--- config.mk ---
export PLATFORM = sky130hd
export DESIGN_NAME = egd_bitstream_buffer
export DESIGN_NICKNAME = d
export VERILOG_FILES = /design/src/rtl/egd_bitstream_buffer.sv
export SDC_FILE = /design/constraint.sdc
export NUM_CORES = 1
export LEC_CHECK = 0
export CAP_MARGIN = 20
export CORE_UTILIZATION = 30
export CTS_BUF_LIST = sky130_fd_sc_hd__clkbuf_4 sky130_fd_sc_hd__clkbuf_8
export DETAILED_ROUTE_END_ITERATION = 8
export PLACE_DENSITY = 0.56
export SYNTH_ARGS = -nofsm -noshare
export SYNTH_HDL_FRONTEND = slang
export SYNTH_SLANG_ARGS = --single-unit
--- constraint.sdc ---
create_clock -name wb_clk_i -period 5.5 [get_ports wb_clk_i]
set_input_delay 1.1 -clock wb_clk_i [delete_from_list [all_inputs] [get_ports wb_clk_i]]
set_output_delay 1.1 -clock wb_clk_i [all_outputs]
set_load 0.05 [all_outputs]
--- src/rtl/egd_bitstream_buffer.sv ---
// Bitstream feeder for the exp-Golomb decoder: Wishbone word FIFO into a 64-bit
// left-aligned shift register, exposing the next 16 unconsumed bits as a window.
module egd_bitstream_buffer #(
    parameter int DEPTH = 4
) (
    input  logic        wb_clk_i,
    input  logic        rst_n,
    input  logic        wbs_stb_i,
    input  logic        wbs_cyc_i,
    input  logic        wbs_we_i,
    input  logic [31:0] wbs_adr_i,
    input  logic [31:0] wbs_dat_i,
    output logic        wbs_ack_o,
    output logic [31:0] wbs_dat_o,
    output logic [15:0] win_o,
    output logic        win_valid_o,
    input  logic        consume_en_i,
    input  logic [4:0]  consume_len_i,
    output logic        err_o
);
    localparam int AW = $clog2(DEPTH);

    logic [31:0] r_mem [DEPTH];
    logic [AW:0] r_wr_ptr;
    logic [AW:0] r_rd_ptr;
    logic [63:0] r_sreg;
    logic [6:0]  r_bit_cnt;
    logic        r_ack;
    logic [31:0] r_dat;
    logic        r_err;
    logic        r_win_valid;

    logic [AW:0] w_count;
    logic        w_empty;
    logic        w_full;
    logic        w_req;
    logic        w_sel_ctrl;
    logic        w_data_wr;
    logic        w_flush;
    logic        w_err_clr;
    logic        w_len_ok;
    logic        w_legal;
    logic        w_illegal;
    logic [6:0]  w_rem;
    logic [63:0] w_sreg_sh;
    logic [63:0] w_refill;
    logic        w_pop;
    logic        w_push;
    logic [6:0]  w_cnt_nxt;
    logic [63:0] w_sreg_nxt;
    logic [31:0] w_status;
    logic        w_ack_nxt;
    logic [31:0] w_dat_nxt;
    logic        w_unused_adr;

    assign w_count = r_wr_ptr - r_rd_ptr;
    assign w_empty = (w_count == '0);
    assign w_full  = (w_count == (AW+1)'(DEPTH));

    // A request is only taken while ack is low, so a held strobe acks once.
    assign w_req        = wbs_stb_i & wbs_cyc_i & ~r_ack;
    assign w_sel_ctrl   = wbs_adr_i[2];
    assign w_data_wr    = w_req & wbs_we_i & ~w_sel_ctrl;
    assign w_flush      = w_req & wbs_we_i & w_sel_ctrl & wbs_dat_i[0];
    assign w_err_clr    = w_req & wbs_we_i & w_sel_ctrl & wbs_dat_i[1];
    assign w_unused_adr = ^{wbs_adr_i[31:3], wbs_adr_i[1:0]};

    assign w_len_ok  = (consume_len_i != 5'd0) && (consume_len_i <= 5'd16) &&
                       ({2'b00, consume_len_i} <= r_bit_cnt);
    assign w_legal   = consume_en_i & w_len_ok & ~w_flush;
    assign w_illegal = consume_en_i & ~w_len_ok & ~w_flush;

    assign w_rem     = w_legal ? (r_bit_cnt - {2'b00, consume_len_i}) : r_bit_cnt;
    assign w_sreg_sh = w_legal ? (r_sreg << consume_len_i) : r_sreg;

    // Bits below the valid count are zero, so the refill word can simply be OR-ed in.
    assign w_refill   = {r_mem[r_rd_ptr[AW-1:0]], 32'h0} >> w_rem;
    assign w_pop      = ~w_flush & ~w_empty & (w_rem <= 7'd32);
    assign w_push     = w_data_wr & (~w_full | w_pop);
    assign w_cnt_nxt  = w_pop ? (w_rem + 7'd32) : w_rem;
    assign w_sreg_nxt = w_pop ? (w_sreg_sh | w_refill) : w_sreg_sh;

    assign w_status  = {14'h0, w_full, r_err, 4'h0, 4'(w_count), 1'b0, r_bit_cnt};
    assign w_ack_nxt = w_req & (~w_data_wr | w_push);
    assign w_dat_nxt = (w_ack_nxt & ~wbs_we_i & w_sel_ctrl) ? w_status : 32'h0;

    always_ff @(posedge wb_clk_i) begin
        if (!rst_n) begin
            r_wr_ptr    <= '0;
            r_rd_ptr    <= '0;
            r_sreg      <= '0;
            r_bit_cnt   <= '0;
            r_ack       <= 1'b0;
            r_dat       <= '0;
            r_err       <= 1'b0;
            r_win_valid <= 1'b0;
        end else begin
            r_ack <= w_ack_nxt;
            r_dat <= w_dat_nxt;
            r_err <= (r_err & ~w_err_clr) | w_illegal;
            if (w_flush) begin
                r_wr_ptr    <= '0;
                r_rd_ptr    <= '0;
                r_sreg      <= '0;
                r_bit_cnt   <= '0;
                r_win_valid <= 1'b0;
            end else begin
                if (w_push) r_wr_ptr <= r_wr_ptr + (AW+1)'(1);
                if (w_pop)  r_rd_ptr <= r_rd_ptr + (AW+1)'(1);
                r_sreg      <= w_sreg_nxt;
                r_bit_cnt   <= w_cnt_nxt;
                r_win_valid <= (w_cnt_nxt >= 7'd16);
            end
        end
    end

    always_ff @(posedge wb_clk_i) begin
        if (w_push) r_mem[r_wr_ptr[AW-1:0]] <= wbs_dat_i;
    end

    assign wbs_ack_o   = r_ack;
    assign wbs_dat_o   = r_dat;
    assign win_o       = r_sreg[63:48];
    assign win_valid_o = r_win_valid;
    assign err_o       = r_err;
endmodule

==> results of run 1 <==
cell usage in the layout, fill, tap and decap left out, drive strengths merged, types with 9 or more instances in the layout:
cell,netlist,layout
nand2,224,224
nor2,174,174
edfxtp,128,128
o21ai,108,108
mux2i,106,106
dfxtp,94,94
buf,95,90
a21oi,86,86
nand3,83,83
clkdlybuf4s50,0,69
mux4,59,59
clkbuf,75,55
a211oi,35,35
nor3,29,29
o211ai,28,28
a32oi,27,27
o22ai,27,27
a221oi,20,20
conb,1,20
a22oi,18,18
mux2,17,17
clkinv,0,17
a31oi,16,16
inv,14,16
a21boi,13,13
ha,12,12
o21a,11,11
and2,11,11
o221ai,10,10
xnor2,9,9
nor2b,9,9
kinds of logic after synthesis:
family / count (synthesis) / share of synthesized area
simple gates: 570 / 0.167
compound gates: 447 / 0.201
flops: 222 / 0.380
buf+inv: 184 / 0.0607
mux: 182 / 0.171
fa+ha+maj: 14 / 0.0126
xor+xnor: 13 / 0.00755
other cells: 1 / 0.000249
area by class of cell:
cell class	instances	area [um^2]	share of cell area
multi-input cells	1246	8550	0.487
flip-flops and latches	222	5730	0.326
repair buffers	159	1500	0.0856
well taps	664	831	0.0473
clock buffers	55	713	0.0406
clock inverters	21	170	0.00970
inverters	14	52.6	0.00299
diodes	2	5.00	0.000285
worst max path at each step:
stage / start / endpoint / slack (ps)
global route: wbs_we_i / r_sreg[46]$_SDFF_PP0_ / 580
floorplan: consume_len_i[3] / r_mem[3][0]$_DFFE_PP_ / 310
CTS: wbs_we_i / r_sreg[46]$_SDFF_PP0_ / 980
finish: wbs_we_i / r_sreg[12]$_SDFF_PP0_ / 920
global placement: wbs_we_i / r_sreg[30]$_SDFF_PP0_ / 440
detailed placement: wbs_we_i / r_sreg[30]$_SDFF_PP0_ / 340
sequential cells by signal (all words and copies together) (netlist names), named ones only:
register,count
r_bit_cnt,7
r_sreg,64
r_wr_ptr,3
win_valid_o,1
err_o,1
wbs_ack_o,1
wbs_dat_o,12
r_mem,128
r_rd_ptr,3
power by group through the flow:
stage / sequential (mW) / clock, mW / combinational, mW
after floorplan: 2.18 / 0 / 3.08
after global placement: 2.37 / 0 / 4.65
after detailed placement: 2.37 / 0 / 4.64
after CTS: 2.34 / 1.76 / 4.66
after global routing: 2.38 / 1.85 / 5.06
final: 2.36 / 1.72 / 4.76
layer usage:
layer	up-vias	share of wire	GRT usage
li1	6237	-	-
met1	6676	0.43	0.300
met2	608	0.46	0.349
met3	118	0.071	0.0407
met4	2	0.035	0.0913
met5	-	0.00060	0
worst min-delay path, cell delays in order, from the launching register on:
cell,delay [ps]
dfxtp_1,320
nand2_1,60
o21ai_0,60
per-stage QoR:
stage,worst slack [ps],util,hold WS (ps)
4_1_cts,977,0.356,487
5_1_grt,580,0.356,516
6_report,917,0.356,486
3_3_place_gp,441,0.338,484
3_5_place_dp,337,0.338,479
2_1_floorplan,312,-,461
==> summary.txt, run 1 <==
Synthesis
  • Synth Cell Area: 15100 um^2
  • Seq cells post-synth: around 220
  • Synth warn: 0
  • EDFF count, synth: 128
  • Avg Inst Size Synth: 9.23 um^2
  • Top-count cell post-synth: nand2_1
  • Top cells by count, synth: nand2_1, nor2_1, edfxtp_1, mux2i_1
  • Synth Flop Type: edfxtp_1
  • Post-synthesis cell count: between 1.5k and 2k
  • Synth area leader: edfxtp_1
  • Seq/Total Area, Yosys: 0.380
  • Synth top area cells: edfxtp_1, dfxtp_1, mux4_2
  • Share of synthesized registers carrying an async set or reset: 0
  • Top cell type's share of synthesized area: 0.255
  • Distinct cell type count after synthesis: 86

Route
  • Vias per cell: ~5.7
  • Per-cell routed wire length: approximately 24 um
  • 1st-iter DRT viols: roughly 1.4k
  • Routed wire length: ~57 mm
  • Vias: between 10k and 15k
  • Final ANT Viol Nets: 0
  • Pre-antenna DRT Iters: 6
  • Drt drc: 0

Worst hold path
  • Hold WC Path Type: flop to flop
  • Worst hold stages: 2
  • Hold_sp: r_wr_ptr[2]$_SDFFE_PP0P_
  • Worst Hold End: r_wr_ptr[2]$_SDFFE_PP0P_

Global route
  • Largest net degree at the start of global routing: between 80 and 90
  • First-pass GRT wire length: about 85 mm
  • Total track usage: 0.222
  • Number of global-route vias before repair: ~13k
  • Overflow after GRT: 0
  • Initial antenna violation count: 3

Clocking
  • Clock Tree Buf Depth: 3
  • Hold Buf Count CTS: 0
  • Resized Gates After CTS: 0
  • Worst-Skew Late Latency: 640 ps
  • Setup Buffers After CTS: 0
  • Clk pin slew, worst setup/hold paths: 60 ps
  • Num Clock Sinks: between 200 and 250
  • Clock root buffer: clkbuf_8
  • CTS tree: done
  • H-tree levels: 2
  • TritonCTS buffer count: 41

Floorplanning
  • Core footprint: 49300 um^2
  • Horiz. Die Dim: about 230 um
  • Num ports: around 130
  • Starting Density: 0.306
  • Rows: 81
  • Die span in y: 226 um
  • Die area: slightly above 50000 um^2

Layout
  • Fill count: 5096
  • Fin area: about 18000 um^2
  • Final non-filler cell total: 2383
  • Area grow syn2layout: 16.4%
  • Layout Nets: 1773
  • Layout cell share with drive strength beyond 1: 0.158

Placement
  • Routability cong.: 0.966
  • Placed Instances: between 2k and 2.5k
  • Buffers added on ports: 74
  • DP Wirelength: between 40 and 50 mm
  • Placed cell areas: 16600 um^2

Setup path
  • WP buf/inv: 2
  • FF-to-FF Start: r_bit_cnt[0]$_SDFF_PP0_
  • Worst path cell trace: clkdlybuf4s50_1 > nand4b_1 > o21ai_0 > or2_1 > o21ai_4 > buf_4 > nand3_1 > and3_1 > a311oi_1 > o21bai_1 > o31ai_1 > o2bb2ai_1
  • Register-to-register setup slack: around 1100 ps
  • Crit-path max FO: 14
  • Setup Crit Path Kind: input pin to flop
  • Crit. End Element: flop
  • CP Data Arrival Time: roughly 5100 ps
  • FF-to-FF End: r_sreg[30]$_SDFF_PP0_
  • Slowest cell on crit path: a311oi_1
  • Delay-heaviest family, CP: compound AO/OA/AOI/OAI gates
  • Setup crit start kind: input pin
  • Reg2reg path depth: 16
  • Data required time at the worst endpoint: ~6000 ps
  • Max incr delay on CP: roughly 870 ps
  • Number of cells on the critical path: 12

Timing
  • Slew @ Worst Pin: between 1000 and 1500 ps
  • Highest Clock Rate: ~220 MHz
  • Final setup TNS: 0 ps
  • Period utilization: 0.833
  • Final Critical Period: 4580 ps
  • Relative slew slack: 0.268
  • Skew final: 46.1 ps
  • # setup viols final: 0
  • Count of final hold-check violations: 0
  • RSZ-0062 raised after global routing: false
  • Max Slew Vio Count: 0

Power
  • Overall Power: slightly below 9 mW
  • Switching portion of total power: 0.476
  • Comb pwr share: 0.539
  • Power Density: 503 nW/um^2
  • Clock power share: 0.195
  • VDD IR max: 0.217 mV
  • NetSw: ~4.2 mW
  • Internal: 4.63 mW
  • Leakage: 6.40 nW
  • Reg power frac: 0.267

Run
  • Max Cap Violations: 0

Outcome
  • Run status: completed
Power figures use the tool's default switching activity.
==> inputs of run 2 (changes only) <==
--- a/config.mk
+++ b/config.mk
@@ -9,7 +9,7 @@
 export CORE_UTILIZATION = 30
 export CTS_BUF_LIST = sky130_fd_sc_hd__clkbuf_4 sky130_fd_sc_hd__clkbuf_8
 export DETAILED_ROUTE_END_ITERATION = 8
-export PLACE_DENSITY = 0.56
+export PLACE_DENSITY = 0.55
 export SYNTH_ARGS = -nofsm -noshare
 export SYNTH_HDL_FRONTEND = slang
 export SYNTH_SLANG_ARGS = --single-unit
==> constraint.sdc (replaced) <==
create_clock -name wb_clk_i -period 4.65 [get_ports wb_clk_i]
set_input_delay 0.93 -clock wb_clk_i [delete_from_list [all_inputs] [get_ports wb_clk_i]]
set_output_delay 0.93 -clock wb_clk_i [all_outputs]
set_load 0.05 [all_outputs]
==> summary.txt, run 2 (synthesis results as in run 1) <==
Layout
  • Register Area: ~5700 um^2
  • Fill count: between 5k and 6k
  • Leading cell type in the layout, fill and taps excluded: nand2_1
  • Multi-input gate area: between 8000 and 9000 um^2
  • Layout cell share with drive strength beyond 1: 0.204
  • Area grow syn2layout: 21.5%
  • Layout Nets: around 1.9k
  • Most frequent cells in the layout: nand2_1, nor2_1, buf_4
  • Max reg flops: around 130
  • Final non-filler cell total: approximately 2.5k

Outcome
  • Run status: completed

Route
  • Pre-antenna DRT Iters: 5
  • Drt drc: 0
  • Vias: between 10k and 15k
  • Per-cell routed wire length: ~22 um
  • Vias per cell: between 5 and 6
  • 1st-iter DRT viols: between 1.5k and 2k
  • Final ANT Viol Nets: 0
  • Routed wire length: 54.8 mm

Timing
  • RSZ-0062 raised after global routing: false
  • Hold slack: roughly 500 ps
  • Final Critical Period: approximately 4200 ps
  • Period utilization: 0.897
  • Final setup TNS: 0 ps
  • Fin worst setup slack: around 480 ps
  • Highest Clock Rate: about 240 MHz
  • Max Slew Vio Count: 0
  • Count of final hold-check violations: 0
  • # setup viols final: 0
  • Skew final: a little over 40 ps
  • Slew @ Worst Pin: about 830 ps
  • Relative slew slack: 0.428

Clocking
  • Hold Buf Count CTS: 0
  • Clk pin slew, worst setup/hold paths: roughly 60 ps
  • TritonCTS buffer count: 40
  • H-tree levels: 2
  • Worst-Skew Late Latency: approximately 630 ps
  • Clock Tree Buf Depth: 3
  • Resized Gates After CTS: 0
  • Clock root buffer: clkbuf_8
  • Num Clock Sinks: around 220
  • Setup Buffers After CTS: 0
  • CTS tree: done

Global route
  • First-pass GRT wire length: 82.4 mm
  • Total track usage: 0.214
  • Number of global-route vias before repair: between 10k and 15k
  • Largest net degree at the start of global routing: 80
  • Initial antenna violation count: 1
  • Overflow after GRT: 0

Setup path
  • Setup Crit Path Kind: input pin to flop
  • Crit-path max FO: 12
  • CP Data Arrival Time: around 4700 ps
  • Data required time at the worst endpoint: slightly above 5000 ps
  • Crit. End Element: flop
  • Setup crit start kind: input pin
  • Reg2reg path depth: 14

Placement
  • DP Wirelength: ~40 mm
  • Routability cong.: between 0.9 and 1
  • Buffers added on ports: 74
  • Pre-CTS setup slack: -31.0 ps
  • Placed Instances: about 2.4k

Floorplanning
  • Die area: a little over 50000 um^2
  • Die span in y: about 230 um
  • Horiz. Die Dim: roughly 230 um
  • Starting Density: 0.306
  • Num ports: 126
  • Rows: a little over 80
  • Core footprint: ~49000 um^2

Worst hold path
  • Worst hold stages: 1
  • Hold WC Path Type: flop to flop

Power
  • Switching portion of total power: 0.458
  • Comb pwr share: 0.571
  • NetSw: between 4 and 5 mW
  • Power Density: 585 nW/um^2
  • Reg power frac: 0.251
  • Clock power share: 0.178
  • VDD IR max: between 0.2 and 0.3 mV
  • Leakage: around 6.9 nW
  • Internal: a little under 6 mW

Run
  • Max Cap Violations: 0
[run 2: cell types whose count changed in the layout (fill, tap and decap cells not counted), moves of 5 or more]
cell,change
buf_4,+91
clkinv_1,-5
clkbuf_8,-5
buf_12,+10
[run 2: cell type report]
cell class                      count  area share
Multi-Input combinational cell   1246       0.467
Sequential cell                   222       0.313
Timing Repair Buffer              259       0.129
Tap cell                          664      0.0453
Clock buffer                       54      0.0368
Clock inverter                     12     0.00649
Inverter                           14     0.00287
Antenna cell                        1    0.000137
[run 2: per-stage QoR]
step	total power [mW]	instance area [um^2]	utilization
after global routing	11.2	18300	0.372
after global placement	8.66	17500	0.356
after floorplan	6.23	15200	-
final	10.7	18300	0.372
after CTS	10.6	18300	0.372
after detailed placement	8.70	17500	0.356
[run 2: metal layers]
metal  GRT usage  vias up  wire (um)
met5           0        -          0
met4      0.0968        0       2150
met3      0.0414      119       4120
met2       0.330      632      24700
met1       0.287     6785      23900
li1            -     6434          -
[run 2: power by group through the flow]
stage | clock, mW | combinational [mW] | sequential [mW]
2_1_floorplan | 0 | 3.65 | 2.58
3_3_place_gp | 0 | 5.96 | 2.70
3_5_place_dp | 0 | 5.98 | 2.72
4_1_cts | 1.95 | 6.00 | 2.67
5_1_grt | 2.03 | 6.50 | 2.71
6_report | 1.90 | 6.11 | 2.69
[run 2: worst paths after layout]
path	from	end	slack, ps
worst max-delay path	wbs_we_i	r_sreg[0]$_SDFF_PP0_	480
worst min-delay path	err_o$_SDFF_PN0_	wbs_dat_o[16]$_SDFF_PN0_	490
worst max register to register	r_bit_cnt[0]$_SDFF_PP0_	r_mem[3][31]$_DFFE_PP_	590
worst min register to register	err_o$_SDFF_PN0_	wbs_dat_o[16]$_SDFF_PN0_	490
[run 2: worst max-delay path, cell delays in order]
cell and delay [ps]:
clkdlybuf4s50_1 520, nand4b_1 180, o21ai_0 460, nor3_1 170, buf_12 170, nand2_1 250
buf_4 250, nand3_1 160, nand3_1 130, nand4_1 300, mux2i_1 740, mux2i_1 210
o22ai_1 200
